**src/rtl/bip2_fetch_unit.sv**
```systemverilog
// BIP-2 instruction fetch and sequencing front end.
// Holds the PC, fetches 16-bit words from instruction memory, presents
// opcode/operand to the control decoder for one issue cycle, and picks the
// next PC from the decoder's Branch/Wrpc response. Stops on HLT or on an
// illegal opcode until reset.
//
// Handshakes:
//   - Memory: imem_rd_o is a one-cycle request. imem_addr_o (= PC) stays stable
//     until imem_valid_i returns. imem_valid_i is accepted only in WAIT, so it
//     has a latency of at least one cycle. Valid in any other state is
//     dropped, and there is no backpressure on the return path.
//   - Decoder: instr_valid_o is a one-cycle pulse. Branch_i and Wrpc_i are
//     sampled only in that same cycle and are ignored at all other times.
module bip2_fetch_unit #(
  parameter int unsigned ADDR_W   = 11,
  parameter int unsigned DATA_W   = 16,
  parameter int unsigned RESET_PC = 0
) (
  input  logic              clock_i,
  input  logic              reset_i,
  input  logic              start_i,
  output logic              imem_rd_o,
  output logic [ADDR_W-1:0] imem_addr_o,
  input  logic [DATA_W-1:0] imem_data_i,
  input  logic              imem_valid_i,
  output logic [4:0]        Opcode_o,
  output logic [ADDR_W-1:0] Operand_o,
  output logic              instr_valid_o,
  input  logic              Branch_i,
  input  logic              Wrpc_i,
  output logic [ADDR_W-1:0] pc_o,
  output logic              halted_o,
  output logic              illegal_o,
  output logic [2:0]        dbg_state_o
);

  typedef enum logic [2:0] {
    S_IDLE  = 3'd0,
    S_FETCH = 3'd1,
    S_WAIT  = 3'd2,
    S_ISSUE = 3'd3,
    S_HALT  = 3'd4
  } state_t;

  localparam logic [4:0]        OP_HLT     = 5'b00000;
  localparam logic [4:0]        OP_MAX     = 5'b01110;
  localparam logic [ADDR_W-1:0] RESET_PC_V = ADDR_W'(RESET_PC);
  localparam logic [ADDR_W-1:0] PC_ONE     = ADDR_W'(1);

  state_t            state_q,   state_d;
  logic [ADDR_W-1:0] pc_q,      pc_d;
  logic [4:0]        opcode_q,  opcode_d;
  logic [ADDR_W-1:0] operand_q, operand_d;
  logic              illegal_q, illegal_d;
  logic              rd_c;
  logic              issue_c;

  // State, PC and latched instruction fields; reset drops any in-flight fetch.
  always_ff @(posedge clock_i) begin
    if (reset_i) begin
      state_q   <= S_IDLE;
      pc_q      <= RESET_PC_V;
      opcode_q  <= 5'd0;
      operand_q <= '0;
      illegal_q <= 1'b0;
    end else begin
      state_q   <= state_d;
      pc_q      <= pc_d;
      opcode_q  <= opcode_d;
      operand_q <= operand_d;
      illegal_q <= illegal_d;
    end
  end

  // Next-state, next-PC and pulse outputs for the fetch/issue sequence.
  always_comb begin
    state_d   = state_q;
    pc_d      = pc_q;
    opcode_d  = opcode_q;
    operand_d = operand_q;
    illegal_d = illegal_q;
    rd_c      = 1'b0;
    issue_c   = 1'b0;
    case (state_q)
      S_IDLE: begin
        if (start_i) state_d = S_FETCH;
      end
      S_FETCH: begin
        rd_c    = 1'b1;
        state_d = S_WAIT;
      end
      S_WAIT: begin
        if (imem_valid_i) begin
          opcode_d  = imem_data_i[DATA_W-1 -: 5];
          operand_d = imem_data_i[ADDR_W-1:0];
          state_d   = S_ISSUE;
        end
      end
      S_ISSUE: begin
        issue_c = 1'b1;
        if (opcode_q == OP_HLT) begin
          state_d = S_HALT;
        end else if (opcode_q > OP_MAX) begin
          state_d   = S_HALT;
          illegal_d = 1'b1;
        end else begin
          // Wrpc low leaves the PC alone, so the same word is fetched again.
          if (Wrpc_i) pc_d = Branch_i ? operand_q : pc_q + PC_ONE;
          state_d = S_FETCH;
        end
      end
      S_HALT: begin
        state_d = S_HALT;
      end
      default: begin
        state_d = S_IDLE;
      end
    endcase
  end

  // Output decode from registered state.
  always_comb begin
    imem_rd_o     = rd_c;
    imem_addr_o   = pc_q;
    instr_valid_o = issue_c;
    Opcode_o      = opcode_q;
    Operand_o     = operand_q;
    pc_o          = pc_q;
    halted_o      = (state_q == S_HALT);
    illegal_o     = illegal_q;
    dbg_state_o   = state_q;
  end

endmodule

```
**config.mk**
```make
export PLATFORM = sky130hd
export DESIGN_NAME = bip2_fetch_unit
export DESIGN_NICKNAME = d
export VERILOG_FILES = /design/src/rtl/bip2_fetch_unit.sv
export SDC_FILE = /design/constraint.sdc
export NUM_CORES = 1
export LEC_CHECK = 0
export ABC_AREA = 1
export CAP_MARGIN = 40
export CORE_MARGIN = 2
export CORE_UTILIZATION = 60
export CTS_CLUSTER_DIAMETER = 120
export DETAILED_ROUTE_END_ITERATION = 10
export DONT_BUFFER_PORTS = 1
export PLACE_DENSITY = 0.75
export SLEW_MARGIN = 20
export SYNTH_ARGS = -nofsm -noshare
export SYNTH_HDL_FRONTEND = slang
export SYNTH_SLANG_ARGS = --single-unit
```
**constraint.sdc**
```tcl
create_clock -name clock_i -period 1.6 [get_ports clock_i]
set_clock_uncertainty 0.15 [all_clocks]
set_input_delay 0.32 -clock clock_i [delete_from_list [all_inputs] [get_ports clock_i]]
set_output_delay 0.32 -clock clock_i [all_outputs]
set_load 0.1 [all_outputs]
```
* Word level (Yosys, flattened, before mapping)
Index checks and enable logic that the tools add are counted.
Storage, ports and cells: output and inout port bits 45, flip-flop bits (word level) 31, memories 0, bits in read-only memories 0, RAM bits 0, bits of input ports 22, latch bits 0, word-level logic and storage cells 29
Operators by class: bitwise logic cells 2, eq/ne operators 6, shifts and indexed selects 0, $mul 0, magnitude comparators 1, add/subtract/negate cells 1, multiplexer cells 8, divide/modulo/power cells 0, reduce and logical (&&, ||, !) cells 6
Operators by type and width (number):
- $pmux 3 s5 | 1
- $mux 3 | 4
- $add 11x1->11 const B | 1
- $mux 11 | 1
- $eq 3x2->1 const B | 2
- $gt 5x4->1 const B | 1
- $logic_not 5->1 | 1
- $ne 2x2->1 const B | 2
- $reduce_and 2->1 | 2
- $reduce_and 4->1 | 1
- $eq 3x1->1 const B | 1
- $eq 3x3->1 const B | 1
- $logic_not 3->1 | 1
- $reduce_and 3->1 | 1
- $mux 1 | 2
- $not 1->1 | 2

* Depth between registers and ports, before layout
word-level depth 4, mapped depth 9, depth with buffers taken out 9

* Worst setup path before layout
Ideal clock, no wire load.
path kind flip-flop to flip-flop, start register state_q[0], in the netlist dbg_state_o[0], end register state_q[1], in the netlist dbg_state_o[1], library setup time 70 ps, data required time 1380 ps, clock period less this slack 3680 ps, slack -2080 ps, buffers on the path 0, data arrival time 3459 ps, stages on the path, launching flop included 5, cell sequence dfxtp_1 -> inv_1 -> nor3_1 -> inv_1 -> a21oi_1
On the way: cells in the longest elaborated chain, start to end 3, elaborated cells between the ends (all ways) 9, those cells by class eq/ne (6); mux (1); reduce/logical (2)
Ends and longest elaborated chain:
- start: declaration | RTL line 50 | state_t state_q, state_d;
- start signal: assignment | RTL line 67 | state_q <= state_d;
- $eq 3x2->1 or $logic_not 3->1 (tied branches) | RTL line 84 | case (state_q)
- $ne 2x2->1 (no line)
- $reduce_and 2->1 (no line)
Several ways; a longest one is shown, not always the timed one. A chain may end at the register's enable or synchronous reset.

* Final worst setup path
start register state_q[0], in the netlist dbg_state_o[0], end output port halted_o
On the way: cells in the longest elaborated chain, start to end 1
Ends and longest elaborated chain:
- $eq 3x3->1 | RTL line 129 | halted_o = (state_q == S_HALT);
- end: declaration | RTL line 32 | output logic halted_o,
No other way between the ends.

==> results.json <==
{
  "ys_async_sr_fraction_pct": 0,
  "setup_violations": 3,
  "yosysWarnings": 0,
  "die_h_um": 55.63,
  "crit_chain": "nor2_4 -> nand2_2 -> clkinvlp_4 -> buf_12",
  "firstDrtPassIters": 4,
  "synth_area_um2": 1599,
  "drc": 0,
  "r2r_setup_slack_ps": 70,
  "seq_area_um2": 679.4,
  "via_per_inst": 5.572,
  "drtAntennaViolNets": 0,
  "crit_type": "flop to primary output",
  "slew-limit-headroom_pct": 72.16,
  "reg2regPathDepth": 5,
  "cp-endpoint": "halted_o",
  "finalHoldViolations": 0,
  "ys_seq_area_share_pct": 38.81,
  "clock_path_buffers": 2,
  "initial_core_util_pct": 63.96,
  "crit_path_start": "dbg_state_o[0]",
  "cts-root-buf": "clkbuf_4",
  "place_ws_ps": 71.53,
  "layout_commonest_cell": "nand2_1",
  "insertedDiodeCount": 0,
  "cap_viol_max_count": 0,
  "grt_usage_pct": 27.45,
  "outcome": "complete, but fails checks",
  "die-area_um2": 3094,
  "r2r-start": "dbg_state_o[2]",
  "final.setup.worst_slack_ps": -39.78,
  "fill_cells": 144,
  "worstSetupStartpointType": "flop",
  "ys_types": 28,
  "period_minus_slack_ps": 1640,
  "violations": "negative setup slack",
  "ys_seq_elements": 31,
  "grt_pass1_vias": 1553,
  "cts_tree": "done",
  "power_leakage_nw": 0.8480,
  "finalCritPeriodShare_pct": 102.5,
  "drive_above_1_share_pct": 32.31,
  "hpwl_um": 3012,
  "clk_pin_slew_ps": 100,
  "port_buffers": 0,
  "cp_top_family": "flip-flops",
  "synth_ff_type": "dfxtp_1",
  "synth_edf_count": 0,
  "row_count": 18,
  "areaGrowthSynthToFinish_pct": 33.96,
  "synth_area_per_cell_um2": 6.892,
  "antenna_found_initial": 0,
  "grt_max_degree": 33,
  "crit_required_ps": 1130,
  "synth_nets": 255,
  "ios": 67,
  "tightest_slew_ps": 417.1,
  "endpoint_kind": "primary output",
  "core-area_um2": 2500,
  "gr-total-overflow": 0,
  "die_w_um": 55.63,
  "tritoncts.num_buffers": 5,
  "fin_nets": 282,
  "vdd_drop_max_v": 0.001030,
  "clk-insertion-delay-late_ps": 340,
  "slew_viol_final": 0,
  "rr_endpoint": "Operand_o[7]",
  "cp.depth": 4,
  "final.setup.tns_ps": -93.33,
  "syn_inst": 232,
  "drt-wirelength-per-cell_um": 14.29,
  "routabilityCongestion": 0.8270,
  "drt_iter0_drc": 60,
  "worst_path_largest_cell_delay_ps": 380,
  "p_per_area_nw_per_um2": 999.4,
  "hp-class": "input pin to flop",
  "dr_total_vias": 1616,
  "wirelength_um": 4143,
  "crit_slowest_cell": "dfxtp_4",
  "htree_levels": 2,
  "crit_path_max_fanout": 5,
  "worst-path-buf-inv": 2,
  "grt_first_pass_wirelength_um": 6665,
  "clock.fmax_ghz": 0.6098,
  "rsz0062_at_grt": "yes",
  "cts_sinks": 31,
  "crit_arrival_ps": 1170,
  "final_cell_mix": "36 x nand2_1, 30 x inv_1, 27 x o21ai_0, 26 x a21oi_1, 24 x nor2_1",
  "multi_input_area_um2": 770.7
}
[worst reg2reg max path, stage by stage, from the launching register on]
cell,delay (ps)
dfxtp_4,400
nor2_1,220
nand3_1,110
buf_4,240
o21ai_0,250
a21oi_1,70
[cell usage after synthesis, types with 2 or more instances]
master	n	area, um2
nand3_1	9	45.04
nand3b_1	3	22.52
buf_2	2	10.01
nand2_2	2	12.51
buf_4	11	82.58
a21oi_1	26	130.1
dfxtp_1	31	620.6
clkbuf_1	3	11.26
buf_6	2	22.52
o21ai_0	28	140.1
nor2_1	27	101.4
a31oi_1	2	12.51
nand2_1	37	138.9
inv_1	32	120.1
nor3_1	4	20.02
[power breakdown]
part           switching (mW)  internal, mW  total [mW]
Clock                   0.276         0.213       0.489
Combinational           0.597         0.182       0.779
Sequential             0.0570         0.816       0.873
Total                   0.931          1.21        2.14
[routing by layer]
metal	global-route usage, %	up-vias	share of wire [%]
met5	0	-	0
met4	14.63	0	2.3
met3	9.535	15	9.6
met2	47.11	88	50
met1	29.46	722	38
li1	-	791	-
[registers in the layout, summed over array words and instances (netlist names)]
signal and flops:
dbg_state_o 3, illegal_o 1, imem_addr_o 11, Operand_o 11, Opcode_o 5
[logic make-up (layout without fill, tap and decap cells)]
group,count (synthesis),after routing,synth area share [%]
simple gates,87,87,24.02
compound gates,60,60,19.87
buf+inv,53,81,16.51
flops,31,31,38.81
fa+ha+maj,1,1,0.7823
[how the worst min path moves through the flow]
stage	cells past startpoint	slack [ps]	from	end
4_1_cts	2	20	imem_data_i[3]	Operand_o[3]
6_report	2	20	imem_data_i[3]	Operand_o[3]
3_5_place_dp	1	230	reset_i	imem_addr_o[10]
3_3_place_gp	1	230	reset_i	imem_addr_o[10]
5_1_grt	2	40	imem_data_i[2]	Operand_o[2]
2_1_floorplan	2	340	reset_i	imem_addr_o[10]
[metrics by stage]
step	total power, mW	std cells	area, um2	util, %	hold WS, ps
floorplan	1.472	232	1695	-	341.7
global placement	1.611	279	2009	80.38	226.7
detailed placement	1.632	279	2009	80.38	227.6
CTS	2.124	289	2118	84.73	19.75
global route	2.212	290	2142	85.69	37.23
finish	2.141	290	2142	85.69	19.90
[area by class of cell]
cell class,instances,share of cell area (%)
Clock inverter,1,0.2336
Clock buffer,7,2.570
Multi-Input combinational cell,148,35.98
Tap cell,30,1.752
Timing Repair Buffer,40,21.73
Sequential cell,31,31.72
Inverter,33,6.016
[repair_timing]
item | in CTS | in global routing
hold endpoints to repair | 9 | 0
endpoints found under the setup margin | 13 | 14
pin swaps | 3 | 2
hold buffers | 2 | 0
buffers inserted | 0 | 1
resized for setup | 8 | 5
Power figures use the tool's default switching activity.
